$ cat src/rtl/sram_port_pkg.sv
// sram_port_pkg: shared types and constants for the SRAM port controller
package sram_port_pkg;

    typedef enum logic {ST_INIT, ST_RUN} state_t;

    localparam int RSP_DEPTH      = 2;
    localparam int RSP_DATA_WIDTH = 32;

    typedef struct packed {
        logic                      we;
        logic [RSP_DATA_WIDTH-1:0] rdata;
    } rsp_entry_t;

endpackage

$ cat src/rtl/sram_rsp_fifo.sv
// sram_rsp_fifo: 2-entry response buffer, head entry drives the outputs directly from a register
module sram_rsp_fifo #(
    parameter int W = $bits(sram_port_pkg::rsp_entry_t)
) (
    input  logic         clk,
    input  logic         rst_n,
    input  logic         push,
    input  logic         pop,
    input  logic [W-1:0] din,
    output logic         valid,
    output logic [W-1:0] dout,
    output logic [1:0]   count
);

    logic [W-1:0] head, tail;

    // head is the oldest entry; tail only holds data while both slots are full
    always_ff @(posedge clk or negedge rst_n) begin
        if (!rst_n) begin
            count <= '0;
            head  <= '0;
            tail  <= '0;
        end else begin
            count <= count + {1'b0, push} - {1'b0, pop};
            if (push && (count == 2'd0 || (count == 2'd1 && pop)))
                head <= din;
            else if (pop && count == 2'd2)
                head <= tail;
            if (push && ((count == 2'd1 && !pop) || (count == 2'd2 && pop)))
                tail <= din;
        end
    end

    assign valid = count != 2'd0;
    assign dout  = head;

endmodule

$ cat src/rtl/sram_port_ctrl.sv
// sram_port_ctrl: valid/ready front end for a 1-cycle-latency byte-write SRAM; SRAM_PORT_INIT_EN adds a zero-fill sweep after reset
module sram_port_ctrl
    import sram_port_pkg::*;
#(
    parameter int ADDR_WIDTH = 8,
    parameter int DATA_WIDTH = RSP_DATA_WIDTH,
    parameter int NUM_BYTE   = DATA_WIDTH / 8
) (
    input  logic                  clk_i,
    input  logic                  rst_ni,
    input  logic                  req_valid_i,
    output logic                  req_ready_o,
    input  logic                  req_we_i,
    input  logic [ADDR_WIDTH-1:0] req_addr_i,
    input  logic [DATA_WIDTH-1:0] req_wdata_i,
    input  logic [NUM_BYTE-1:0]   req_be_i,
    output logic                  rsp_valid_o,
    input  logic                  rsp_ready_i,
    output logic                  rsp_we_o,
    output logic [DATA_WIDTH-1:0] rsp_rdata_o,
    output logic                  ram_en_o,
    output logic                  ram_we_o,
    output logic [ADDR_WIDTH-1:0] ram_addr_o,
    output logic [DATA_WIDTH-1:0] ram_wdata_o,
    output logic [NUM_BYTE-1:0]   ram_be_o,
    input  logic [DATA_WIDTH-1:0] ram_rdata_i,
    output logic                  init_done_o
);

    state_t                state;
    logic [ADDR_WIDTH-1:0] sweep;
    logic                  init, issue, pop, inflight, inflight_we;
    logic [1:0]            count;
    logic [DATA_WIDTH:0]   fifo_dout;

`ifdef SRAM_PORT_INIT_EN
    state_t state_next;

    // state register and sweep address; reset always restarts the sweep at word 0
    always_ff @(posedge clk_i or negedge rst_ni) begin
        if (!rst_ni) begin
            state <= ST_INIT;
            sweep <= '0;
        end else begin
            state <= state_next;
            sweep <= (state == ST_INIT) ? sweep + ADDR_WIDTH'(1) : '0;
        end
    end

    // leave INIT once the last word has been written
    always_comb state_next = (state == ST_INIT && &sweep) ? ST_RUN : state;
`else
    assign state = ST_RUN;
    assign sweep = '0;
`endif

    assign init        = state == ST_INIT;
    assign init_done_o = state == ST_RUN;
    assign pop         = rsp_valid_o & rsp_ready_i;
    // a slot freed by this cycle's pop can be reused by this cycle's request
    assign req_ready_o = !init && ({1'b0, count} + {2'b0, inflight} < 3'd2 + {2'b0, pop});
    assign issue       = req_valid_i & req_ready_o;

    // RAM pins: sweep writes during INIT, request passthrough in RUN
    always_comb begin
        ram_en_o    = init | issue;
        ram_we_o    = init | req_we_i;
        ram_addr_o  = init ? sweep : req_addr_i;
        ram_wdata_o = init ? '0 : req_wdata_i;
        ram_be_o    = init ? '1 : (req_we_i ? req_be_i : '0);
    end

    // remember last cycle's issue so its response is captured when RAM data is valid
    always_ff @(posedge clk_i or negedge rst_ni) begin
        if (!rst_ni) begin
            inflight    <= 1'b0;
            inflight_we <= 1'b0;
        end else begin
            inflight    <= issue;
            inflight_we <= req_we_i;
        end
    end

    sram_rsp_fifo #(.W(DATA_WIDTH + 1)) u_fifo (
        .clk   (clk_i),
        .rst_n (rst_ni),
        .push  (inflight),
        .pop   (pop),
        .din   ({inflight_we, inflight_we ? {DATA_WIDTH{1'b0}} : ram_rdata_i}),
        .valid (rsp_valid_o),
        .dout  (fifo_dout),
        .count (count)
    );

    assign rsp_we_o    = fifo_dout[DATA_WIDTH];
    assign rsp_rdata_o = fifo_dout[DATA_WIDTH-1:0];

endmodule

$ cat config.mk
export PLATFORM = sky130hd
export DESIGN_NAME = sram_port_ctrl
export DESIGN_NICKNAME = d
export VERILOG_FILES = /design/src/rtl/sram_port_pkg.sv /design/src/rtl/sram_rsp_fifo.sv /design/src/rtl/sram_port_ctrl.sv
export SDC_FILE = /design/constraint.sdc
export NUM_CORES = 1
export LEC_CHECK = 0
export BUFFER_PORTS_ARGS = -buffer_cell sky130_fd_sc_hd__buf_2
export CORE_MARGIN = 2
export CORE_UTILIZATION = 52
export DETAILED_ROUTE_END_ITERATION = 12
export PLACE_DENSITY = 0.86
export SLEW_MARGIN = 30
export SYNTH_ARGS = -nofsm -noshare
export SYNTH_HDL_FRONTEND = slang
export SYNTH_HIERARCHICAL = 1
export SYNTH_SLANG_ARGS = --single-unit
$ cat constraint.sdc
create_clock -name clk_i -period 5.24 [get_ports clk_i]
set_input_delay 0.524 -clock clk_i [delete_from_list [all_inputs] [get_ports clk_i]]
set_output_delay 0.524 -clock clk_i [all_outputs]
set_load 0.03 [all_outputs]
# Word-level counts from Yosys, hierarchy flattened
# Index checks and enable logic that the tools add are counted.
# totals
regBits,70
in_bits,81
output_inout_bits,82
elab_cells,29
# op_classes
addsub,4
order_cmp,1
eq_ne,2
mux,4
bitwise,2
n_reduce_logical,11
# op_table
cell,n
$mux W33,2
$mux W32,1
$logic_and A1 B1 Y1,5
$mux W4,1
$reduce_bool A2 Y1,2
$add A2 B1 Y3,1
$add A2 B1 Y3 const A,1
$lt A3 B3 Y1,1
$add A2 B1 Y2,1
$and A1 B1 Y1,2
$eq A2 B1 Y1 const B,1
$eq A2 B2 Y1 const B,1
$logic_not A2 Y1,1
$logic_or A1 B1 Y1,2
$sub A2 B1 Y2,1
$logic_not A1 Y1,1

# Logic depth before layout (Yosys ltp)
# Gate-level depths: netlist (run 1).
# logic_depth
word_depth,6
ltp_mapped,8
ltp_nobuf,7

# Modules after synthesis
# The synthesis (run 1) kept the hierarchy.
# by_module_without_submodules
module,instances,cells_each,area_per_inst_um2,seq_area_each_um2
sram_rsp_fifo,1,234,3084.2,1701.6
sram_port_ctrl,1,91,671.9,50.0

# Worst setup path after synthesis (run 1)
# Ideal clock, no wire load.
# synth_timing
kind,register to register
startpoint,register u_fifo.count[1]
endpoint,register u_fifo.tail[0]
setup_ns,0.125
arrival_ns,2.107
required_ns,5.115
path_slack_ns,3.008
path_stages_with_launch,8
path_buffers,2
period_less_slack_ns,2.232
path_cell_list,dfrtp_1 > or2_2 > and2_1 > or3b_1 > a21o_1 > buf_6 > buf_12 > mux2_4
# synth_via
elab_chain_len,6
elab_cells_between_ends,9
cone_classes,2 x eq/ne; 1 x bitwise; 6 x reduce/logical
# synth_rtl
item,line_no,rtl
start: declaration,sram_rsp_fifo.sv:12,output logic [1:0] count
start signal: assignment,sram_rsp_fifo.sv:24,"count <= count + {1'b0, push} - {1'b0, pop};"
$reduce_bool A2 Y1 *,sram_rsp_fifo.sv:34,assign valid = count != 2'd0;
via rsp_valid_o,sram_port_ctrl.sv:17,"output logic rsp_valid_o,"
$and A1 B1 Y1 *,sram_port_ctrl.sv:59,assign pop = rsp_valid_o & rsp_ready_i;
via pop,sram_port_ctrl.sv:32,"logic init, issue, pop, inflight, inflight_we;"
$logic_not A1 Y1,sram_rsp_fifo.sv:29,if (push && ((count == 2'd1 && !pop) || (count == 2'd2 && pop)))
$logic_and A1 B1 Y1,sram_rsp_fifo.sv:29,
$logic_or A1 B1 Y1 *,sram_rsp_fifo.sv:29,
$logic_and A1 B1 Y1 *,sram_rsp_fifo.sv:29,
end signal: assignment,sram_rsp_fifo.sv:30,tail <= din;
end: declaration,sram_rsp_fifo.sv:15,"logic [W-1:0] head, tail;"
# Mark *: on every way through the listed nets, which the timed path passes. The rest lies on a longest branch.
# A chain may end at the register's enable or synchronous reset.

# Final worst setup path (run 1)
# layout_timing
startpoint,register u_fifo.count[1]
endpoint,register u_fifo.tail[16]
# layout_via
elab_chain_len,6
elab_cells_between_ends,9
cone_classes,2 x eq/ne; 1 x bitwise; 6 x reduce/logical
# layout_rtl
item,line_no
$reduce_bool A2 Y1 *,sram_rsp_fifo.sv:34
$and A1 B1 Y1 *,sram_port_ctrl.sv:59
via pop,sram_port_ctrl.sv:32
$logic_not A1 Y1,sram_rsp_fifo.sv:29
$logic_and A1 B1 Y1,sram_rsp_fifo.sv:29
$logic_or A1 B1 Y1 *,sram_rsp_fifo.sv:29
$logic_and A1 B1 Y1 *,sram_rsp_fifo.sv:29
# Marks and branches as above.

==> results.ini, run 1 <==
[run_status]
outcome=completed

[timing]
slew_viol_final=0
post-route-period-util_pct=52.68
period_needed_ns=2.760
rsz0062_at_grt=no
tns_ns=0
finalHoldViolCount=0
setup_violations=0
worst_pin_slew_ns=0.6670
relSlewSlack_pct=55.53
finClkSkew_ns=0.007016
max_freq_mhz=362.3

[min_path]
hp-class=in2async

[power_and_ir_drop]
switchingPower_w=0.001089
vdd_ir_drop_max_uv=205.3
p_leak_nw=2.208
power_frac_comb_pct=46.3
internal_power_w=0.001608
switching_share_pct=40.37
p_clk_share_pct=17.8
pwr-share-seq_pct=35.8
powerDensity_nw_per_um2=657.3

[place]
place_congestion=0.7851
port_buffers=81
hpwl_um=4986
placed_cells=442

[drt]
via_per_inst=5.338
drtPass1Iterations=4
drtIter0Drc=130
ant_nets=0
routed_wirelength_um=7834
drc=0
vias=2450
wl_per_cell_um=17.07

[logic_synthesis]
async_flop_share_pct=100.0
synth.avg_cell_area_sq_um=11.56
ys_types=26
netlist_top_cells_count=dfrtp_1 (70), buf_4 (45), a21oi_1 (34)
netlist.area_leader.share_pct=46.64
synth_seq_area_share_pct=46.64
synth-edff-count=0
synth_fp_nets=410
synthFlopType=dfrtp_1
synthCells=325
yosys.area.top_type=dfrtp_1
synth-seq-cells=70
synth.most_common_cell=dfrtp_1
synth_area_leaders=dfrtp_1 (47%), mux2_4 (12%), buf_4 (9.0%)
synth_area_sq_um=3756
yosysWarnings=6

[die]
die_w_um=88.99
io_pins=163
die_area_sq_um=7919
initial_core_util_pct=54.38
rows=30
placeableCoreArea_sq_um=6907
dieHeight_um=88.99

[job]
maxCapViolCount=0

[cts]
path_clk_slew_ns=0.07
clock-sinks=70
ctsHoldBuffers=0
numCtsBuffers=9
htree_levels=3
clkLatencyLatePin_ns=0.34
cts_tree=yes
postCtsSetupBuffers=0
cts_root_buffer=clkbuf_8
cts_resized=0
cts_buffer_depth=2

[worst_setup_path]
crit_type=reg2reg
cp-end-kind=register
slowest_stage=a21o_4
cp_data_required_time_ns=5.47
crit_chain=or2_2, and2_1, nand3b_1, buf_4, a21o_4, mux2_2
start_kind=register
critPathArrivalTime_ns=2.99
path_max_fanout=35
critPathMaxStageDelay_ns=0.63

[cells_and_area]
finalNetCount=443
fin_util_pct=59.40
antenna_cells=0
final.fill_count=593
syn_to_final_growth_pct=9.227
seq_area_sq_um=1753
final_layout_size_suffix_gt1_share_pct=38.29
multiInputGateArea_sq_um=1521
finalNonFillerCells=459

[global_route]
grt.overflow.total=0
antenna_found_initial=0
grt_max_degree=71
first_global_vias=2439
track_usage_pct=20.20
grt_pass1_wl_um=12060

## metrics by stage
| stage | cell area [sq um] | power, W | setup slack (ns) | hold slack, ns |
|---|---|---|---|---|
| 6_report | 4103 | 0.002697 | 2.480 | 0.1486 |
| 5_1_grt | 4103 | 0.002863 | 2.373 | 0.1606 |
| 4_1_cts | 4075 | 0.002715 | 2.465 | 0.3359 |
| 3_5_place_dp | 3852 | 0.002226 | 2.493 | 0.4928 |
| 3_3_place_gp | 3845 | 0.002168 | 2.209 | 0.4873 |
| 2_1_floorplan | 3756 | 0.001972 | 3.008 | 0.2284 |
## worst paths after layout
path / from / slack (ns) / cells after the start / to
worst max-delay path: u_fifo/count[1]$_DFF_PN0_ / 2.48 / 6 / u_fifo/tail[16]$_DFFE_PN0P_
worst min-delay path: rst_ni / 0.15 / 2 / u_fifo/tail[7]$_DFFE_PN0P_
worst max register to register: u_fifo/count[1]$_DFF_PN0_ / 2.48 / 6 / u_fifo/tail[16]$_DFFE_PN0P_
worst min register to register: u_fifo/tail[17]$_DFFE_PN0P_ / 0.51 / 1 / u_fifo/tail[17]$_DFFE_PN0P_
max in group asynchronous: rst_ni / 4.56 / 3 / u_fifo/tail[25]$_DFFE_PN0P_
min in group clk_i: req_we_i / 0.34 / 1 / inflight_we$_DFF_PN0_
## power by group through the flow
stage / Combinational, W / Sequential [W] / Clock [W]
6_report: 0.00125 / 0.000966 / 0.000481
2_1_floorplan: 0.000783 / 0.00119 / 0
3_5_place_dp: 0.00126 / 0.000971 / 0
3_3_place_gp: 0.00121 / 0.000956 / 0
5_1_grt: 0.00134 / 0.000997 / 0.000524
4_1_cts: 0.00126 / 0.000967 / 0.000490
## cell type report
type                            count  share of cell area, %
Clock buffer                       10                  3.355
Clock inverter                      6                  2.074
Inverter                            4                 0.3660
Multi-Input combinational cell    186                  37.08
Sequential cell                    70                  42.73
Tap cell                           96                  2.928
Timing Repair Buffer               87                  11.47
## worst max-delay path, delay by kind of cell, from the launching register on
| family | cells | cell delay [ns] |
|---|---|---|
| and+or+nand+nor | 3 | 0.66 |
| buffers and inverters | 1 | 0.50 |
| DFF | 1 | 0.44 |
| AOI/OAI and AO/OA | 1 | 0.63 |
| muxes | 1 | 0.40 |
## placed cells by master (no fill, tap or decap), drive strengths merged
master and instances:
buf 87, clkinv 2, o211ai 1, ha 4, or2 2, nor3 32
bufinv 2, and2 5, conb 1, inv 4, nor2b 33, or3b 1
a21oi 34, xnor2 2, dfrtp 70, nand3b 2, o221ai 1, clkbuf 10
mux2i 33, mux2 32, clkinvlp 2, a21o 1, nand2b 2
## sequential cells by signal, indices dropped and copies added, names as in the netlist
name          flops
inflight          1
u_fifo/dout      33
inflight_we       1
u_fifo/tail      33
u_fifo/count      2
## per-layer routing
metal | wire length, um | global-route usage [%] | part of all wire (%)
met5 | 0 | 0 | 0
met4 | 219 | 10.58 | 2.8
met3 | 385 | 3.232 | 4.9
met2 | 3892 | 34.12 | 50
met1 | 3337 | 24.99 | 43
## cells by family (layout without fill, tap and decap cells)
logic type	after synthesis	after routing	share of synthesized area, %
and+or+nand+nor	77	77	11.89
DFF	70	70	46.64
buffers and inverters	69	107	13.12
muxes	65	65	21.29
AOI/OAI and AO/OA	37	37	5.163
adders and majority gates	4	4	1.332
xor gates and xnor gates	2	2	0.4664
other	1	1	0.09984
(Power assumes the default switching activity.)
==> run 2, diff against run 1 <==
Settings changed: ABC_AREA set to 1, CORE_UTILIZATION 52 to 44, PLACE_DENSITY 0.86 to 0.77.
Clock period 5.24 ns to 2.4 ns, I/O delays scaled along.
==> results.ini, run 2 <==
[power_and_ir_drop]
p_clk_share_pct=13.8  ; was 17.8%
switchingPower_w=0.002765  ; was 0.001089 W
p_leak_nw=2.477  ; was 2.208 nW
pwr-share-seq_pct=36.0  ; was 35.8%
power_frac_comb_pct=50.2  ; was 46.3%
switching_share_pct=47.64  ; was 40.37%
internal_power_w=0.003039  ; was 0.001608 W
vdd_ir_drop_max_uv=685.6  ; was 205.3 uV
powerDensity_nw_per_um2=1327  ; was 657.3 nW/um^2

[cts]
htree_levels=3  ; unchanged
clkLatencyLatePin_ns=0.34  ; about the same
postCtsSetupBuffers=0  ; unchanged
numCtsBuffers=9  ; unchanged
path_clk_slew_ns=0.06  ; was 0.07 ns
cts_buffer_depth=2  ; unchanged
cts_root_buffer=clkbuf_8  ; unchanged
clock-sinks=70  ; unchanged
cts_tree=yes  ; unchanged

[worst_setup_path]
cp-end-kind=output port  ; was register
start_kind=register  ; unchanged
path_max_fanout=3  ; was 35
cp_data_required_time_ns=2.16  ; was 5.47 ns
critPathArrivalTime_ns=1.73  ; was 2.99 ns
crit_type=reg2out  ; was reg2reg
startpoint=inflight$_DFF_PN0_  ; was u_fifo/count[1]$_DFF_PN0_
rr_startpoint=u_fifo/count[1]$_DFF_PN0_  ; unchanged

[drt]
ant_nets=0  ; unchanged
drtIter0Drc=155  ; was 130
drc=0  ; unchanged
wl_per_cell_um=13.73  ; was 17.07 um
via_per_inst=5.091  ; was 5.338
drtPass1Iterations=4  ; unchanged
vias=3472  ; was 2450
routed_wirelength_um=9366  ; was 7834 um

[die]
io_pins=163  ; unchanged
dieHeight_um=99.84  ; was 88.99 um
initial_core_util_pct=45.89  ; was 54.38%
die_w_um=99.84  ; was 88.99 um
rows=34  ; was 30
placeableCoreArea_sq_um=8806  ; was 6907 sq um
die_area_sq_um=9968  ; was 7919 sq um

[logic_synthesis]
yosys.area.top_type=dfrtp_1  ; unchanged
ys_types=21  ; was 26
synth.most_common_cell=nand2_1  ; was dfrtp_1
synth_xor_area_share_pct=0.4334  ; was 0.4664%
synth_area_leaders=dfrtp_1 (43%), nand2_1 (13%), nand3_1 (8.8%)  ; was dfrtp_1 (47%), mux2_4 (12%), buf_4 (9.0%)
synth_fa_ha_area_share_pct=1.238  ; was 1.332%
synthSimpleGateAreaFrac_pct=31.49  ; was 11.89%
synth-seq-cells=70  ; unchanged
synthCells=542  ; was 325
synth.avg_cell_area_sq_um=7.456  ; was 11.56 sq um
yosysWarnings=6  ; unchanged
netlist.area_leader.share_pct=43.34  ; was 46.64%
synth_compound_area_share_pct=3.963  ; was 5.163%
synthFlopType=dfrtp_1  ; unchanged
synth_top_family_by_area=simple AND/OR/NAND/NOR gates  ; was multiplexers
async_flop_share_pct=100.0  ; unchanged
netlist_top_cells_count=nand2_1 (141), inv_1 (76), nand3_1 (71)  ; was dfrtp_1 (70), buf_4 (45), a21oi_1 (34)
synth_area_sq_um=4041  ; was 3756 sq um
muxShareOfSynthArea_pct=0  ; was 21.29%
synth_fp_nets=627  ; was 410
synth-edff-count=0  ; unchanged
synth_seq_area_share_pct=43.34  ; was 46.64%

[cells_and_area]
syn_to_final_growth_pct=8.266  ; was 9.227%
finalNetCount=656  ; was 443
mostFrequentLayoutCell=nand2_1  ; was buf_2
antenna_cells=0  ; unchanged
final_layout_size_suffix_gt1_share_pct=19.16  ; was 38.29%
finalNonFillerCells=682  ; was 459
mostFrequentLayoutCells=nand2_1 (140), buf_2 (80), inv_1 (76)  ; was buf_2 (81), dfrtp_1 (69), a21oi_1 (34)

[global_route]
grt_max_degree=71  ; unchanged
grt_use_met2_pct=32.33  ; was 34.12%
met3_usage_pct=3.482  ; was 3.232%
grt.overflow.total=0  ; unchanged
grt_pass1_wl_um=15600  ; was 12060 um
track_usage_pct=19.57  ; was 20.20%
antenna_found_initial=0  ; unchanged
first_global_vias=3371  ; was 2439
grt.busiest_layer=met2  ; unchanged
grtUsageMet1_pct=24.58  ; was 24.99%

[place]
port_buffers=81  ; unchanged
place_congestion=0.7321  ; was 0.7851
placed_cells=667  ; was 442
hpwl_um=6149  ; was 4986 um

[timing]
rsz0062_at_grt=no  ; unchanged
worst_pin_slew_ns=0.8228  ; was 0.6670 ns
slew_viol_final=0  ; unchanged
post-route-period-util_pct=81.88
finClkSkew_ns=0.009603  ; was 0.007016 ns
finalHoldViolCount=0  ; unchanged
max_freq_mhz=508.9
tns_ns=0  ; unchanged
setup_violations=0  ; unchanged
relSlewSlack_pct=45.15  ; was 55.53%
period_needed_ns=1.965

[job]
maxCapViolCount=0  ; unchanged

[run_status]
outcome=completed  ; unchanged

[min_path]
hp-class=in2reg  ; was in2async
worstHoldStart=req_we_i

## run 2: repair_timing
| item | CTS | global route |
|---|---|---|
| endpoints found under the setup margin | 0 | 0 |
| hold buffers | 0 | 1 |
| gates resized for setup | 0 | 0 |
| endpoints found under the hold margin | 0 | 70 |
## run 2: metrics by stage
step	utilization [%]	power, W	instance area, sq um	worst slack (ns)	hold WS [ns]
2_1_floorplan	-	0.004291	4041	0.6150	-0.05559
3_3_place_gp	47.77	0.004915	4207	0.5440	0.4068
3_5_place_dp	47.77	0.005041	4207	0.4463	0.4133
4_1_cts	49.53	0.005865	4362	0.3951	0.05586
5_1_grt	49.69	0.006294	4375	0.2737	0.06492
6_report	49.69	0.005805	4375	0.4349	0.07107
## run 2: layer usage
layer,vias up,wire [um]
met1,1640,3947
li1,1676,-
met3,30,616
met5,-,0
met2,126,4538
met4,0,263
## run 2: worst max-delay path: stages, from the launching register on
cell and delay, ns:
dfrtp_1 0.42, ha_1 0.23, ha_1 0.27, nand2_1 0.06, nand2_1 0.07, nor2_1 0.12
buf_2 0.21
## run 2: final cells by class
class / instances / area [sq um]
multi-input combinational: 319 / 1511
clock inverter: 2 / 10.01
timing repair buffer: 93 / 529.3
clock buffer: 12 / 145.1
inverter: 78 / 292.8
sequential: 70 / 1752
fill: 862 / 4431
tap: 108 / 135.1
## run 2: worst paths after layout
| kind | end | slack [ns] | cells past startpoint |
|---|---|---|---|
| worst max-delay path | ram_en_o | 0.43 | 6 |
| worst min-delay path | inflight_we$_DFF_PN0_ | 0.07 | 1 |
| worst max register to register | u_fifo/dout[27]$_DFFE_PN0P_ | 0.43 | 11 |
| worst min register to register | u_fifo/tail[6]$_DFFE_PN0P_ | 0.47 | 2 |
| max in group asynchronous | u_fifo/tail[21]$_DFFE_PN0P_ | 1.48 | 2 |
| min in group asynchronous | u_fifo/dout[10]$_DFFE_PN0P_ | 0.47 | 2 |
## run 2: cells by family (layout without fill, tap and decap cells)
kind of cell / after synthesis / after routing
XOR/XNOR: 2 / 2
buffers and inverters: 153 / 185
AND/OR/NAND/NOR: 280 / 280
other: 1 / 1
flip-flops: 70 / 70
AO/OA/AOI/OAI: 32 / 32
adder cells (fa/ha/maj): 4 / 4
## run 2: power groups by stage
stage / Combinational, W / Sequential, W / Clock [W]
6_report: 0.00291 / 0.00209 / 0.000799
5_1_grt: 0.00325 / 0.00216 / 0.000883
4_1_cts: 0.00295 / 0.00210 / 0.000822
3_5_place_dp: 0.00293 / 0.00211 / 0
3_3_place_gp: 0.00283 / 0.00209 / 0
2_1_floorplan: 0.00172 / 0.00257 / 0
==> run 3, diff against run 2 <==
Settings changed: CORE_UTILIZATION 44 to 49, PLACE_DENSITY 0.77 to 0.81.
Clock period 2.4 ns to 2 ns, I/O delays scaled along.
==> results.ini, run 3 (synthesis gave the netlist of run 2 again) <==
[cells_and_area]
finalInstanceArea_sq_um=4429  ; was 4375 sq um
final_layout_size_suffix_gt1_share_pct=19.72  ; was 19.16%
syn_to_final_growth_pct=9.598  ; was 8.266%
mostFrequentLayoutCell=nand2_1  ; unchanged
finalNonFillerCells=683  ; was 682
mostFrequentLayoutCells=nand2_1 (140), buf_2 (80), inv_1 (76)  ; unchanged
antenna_cells=0  ; unchanged
finalNetCount=658  ; was 656

[worst_setup_path]
critPathArrivalTime_ns=1.67  ; was 1.73 ns
critPathMaxStageDelay_ns=0.41  ; was 0.42 ns
slowest_stage=dfrtp_1  ; unchanged
cpLargestDelayFamily=adder cells  ; unchanged
cp-end-kind=output port  ; unchanged
start_kind=register  ; unchanged
crit_chain=ha_1, ha_1, nand2_1, nand2_1, nor2_1, buf_2  ; unchanged
crit_type=reg2out  ; unchanged
path_max_fanout=3  ; unchanged
cp_data_required_time_ns=1.80  ; was 2.16 ns
worst-path-buf-inv=1  ; unchanged

[cts]
cts_resized=0  ; unchanged
cts_root_buffer=clkbuf_8  ; unchanged
ctsHoldBuffers=1  ; was 0
clock-sinks=70  ; unchanged
numCtsBuffers=9  ; unchanged
path_clk_slew_ns=0.07  ; was 0.06 ns
postCtsSetupBuffers=0  ; unchanged
clkLatencyLatePin_ns=0.34  ; about the same
cts_tree=yes  ; unchanged
cts_buffer_depth=2  ; unchanged
htree_levels=3  ; unchanged

[drt]
drtPass1Iterations=4  ; unchanged
via_per_inst=5.023  ; was 5.091
ant_nets=0  ; unchanged
drc=0  ; unchanged
vias=3431  ; was 3472
wl_per_cell_um=13.21  ; was 13.73 um
drtIter0Drc=204  ; was 155
routed_wirelength_um=9023  ; was 9366 um

[place]
place_congestion=0.7932  ; was 0.7321
port_buffers=81  ; unchanged
placed_cells=666  ; was 667
post_dp_cell_area_sq_um=4218  ; was 4207 sq um
hpwl_um=5954  ; was 6149 um

[power_and_ir_drop]
p_leak_nw=2.499  ; was 2.477 nW
powerDensity_nw_per_um2=1605  ; was 1327 nW/um^2
vdd_ir_drop_max_uv=784.6  ; was 685.6 uV
total_power_w=0.007107  ; was 0.005805 W

[global_route]
met3_usage_pct=3.990  ; was 3.482%
grt_max_degree=43  ; was 71
grt.overflow.total=0  ; unchanged
antenna_found_initial=0  ; unchanged
track_usage_pct=21.26  ; was 19.57%
first_global_vias=3435  ; was 3371
grt_use_met2_pct=37.71  ; was 32.33%
grt.busiest_layer=met2  ; unchanged
grtUsageMet1_pct=25.03  ; was 24.58%
grt_pass1_wl_um=15090  ; was 15600 um

[timing]
worst_pin_slew_ns=0.5481  ; was 0.8228 ns
relSlewSlack_pct=63.46  ; was 45.15%
slew_viol_final=0  ; unchanged
finClkSkew_ns=0.007877  ; was 0.009603 ns
finalHoldViolCount=0  ; unchanged
rsz0062_at_grt=no  ; unchanged
tns_ns=0  ; unchanged
post-route-period-util_pct=93.31
period_needed_ns=1.866
worst_hold_slack_ns=0.03067  ; was 0.07107 ns
max_freq_mhz=535.9
setup_violations=0  ; unchanged

[die]
io_pins=163  ; unchanged
rows=33  ; was 34
die_area_sq_um=8990  ; was 9968 sq um
die_w_um=94.82  ; was 99.84 um
dieHeight_um=94.82  ; was 99.84 um
initial_core_util_pct=49.94  ; was 45.89%
placeableCoreArea_sq_um=8093  ; was 8806 sq um

[min_path]
hp-class=in2reg  ; unchanged

[run_status]
outcome=completed  ; unchanged

[job]
maxCapViolCount=0  ; unchanged

==> run 3: final cells by class <==
type,count,area (sq um)
repair buffers,95,540.5
clock inverters,3,42.54
multi-input cells,319,1511
fillers,765,3664
inverters,78,292.8
flip-flops and latches,70,1752
clock buffers,13,158.9
well taps,105,131.4
==> run 3: per-layer routing <==
layer	share of wire (%)	wire length (um)
met3	6.9	619
met5	0	0
met2	49	4412
met4	1.7	150
met1	43	3840
==> run 3: final timing paths <==
path / depth (start not counted) / slack (ns) / endpoint / startpoint
setup / recovery: 6 / 0.13 / ram_en_o / inflight$_DFF_PN0_
hold / removal: 1 / 0.03 / inflight_we$_DFF_PN0_ / req_we_i
setup reg to reg: 11 / 0.18 / u_fifo/dout[29]$_DFFE_PN0P_ / u_fifo/count[0]$_DFF_PN0_
hold reg to reg: 2 / 0.47 / u_fifo/tail[7]$_DFFE_PN0P_ / u_fifo/tail[7]$_DFFE_PN0P_
max in group asynchronous: 3 / 1.05 / u_fifo/tail[2]$_DFFE_PN0P_ / rst_ni
min in group asynchronous: 2 / 0.39 / u_fifo/dout[9]$_DFFE_PN0P_ / rst_ni
==> run 3: power breakdown <==
part | switching (W) | total (W) | internal, W
sequential | 0.000387 | 0.00249 | 0.00211
clock | 0.000509 | 0.00115 | 0.000644
combinational | 0.00240 | 0.00346 | 0.00106
==> run 3: metrics by stage <==
stage / utilization, % / setup WS (ns)
final: 54.73 / 0.1338
after global routing: 54.73 / 0.001335
after CTS: 54.73 / 0.09327
after detailed placement: 52.12 / 0.2125
after global placement: 52.12 / 0.2576
after floorplan: - / 0.2150
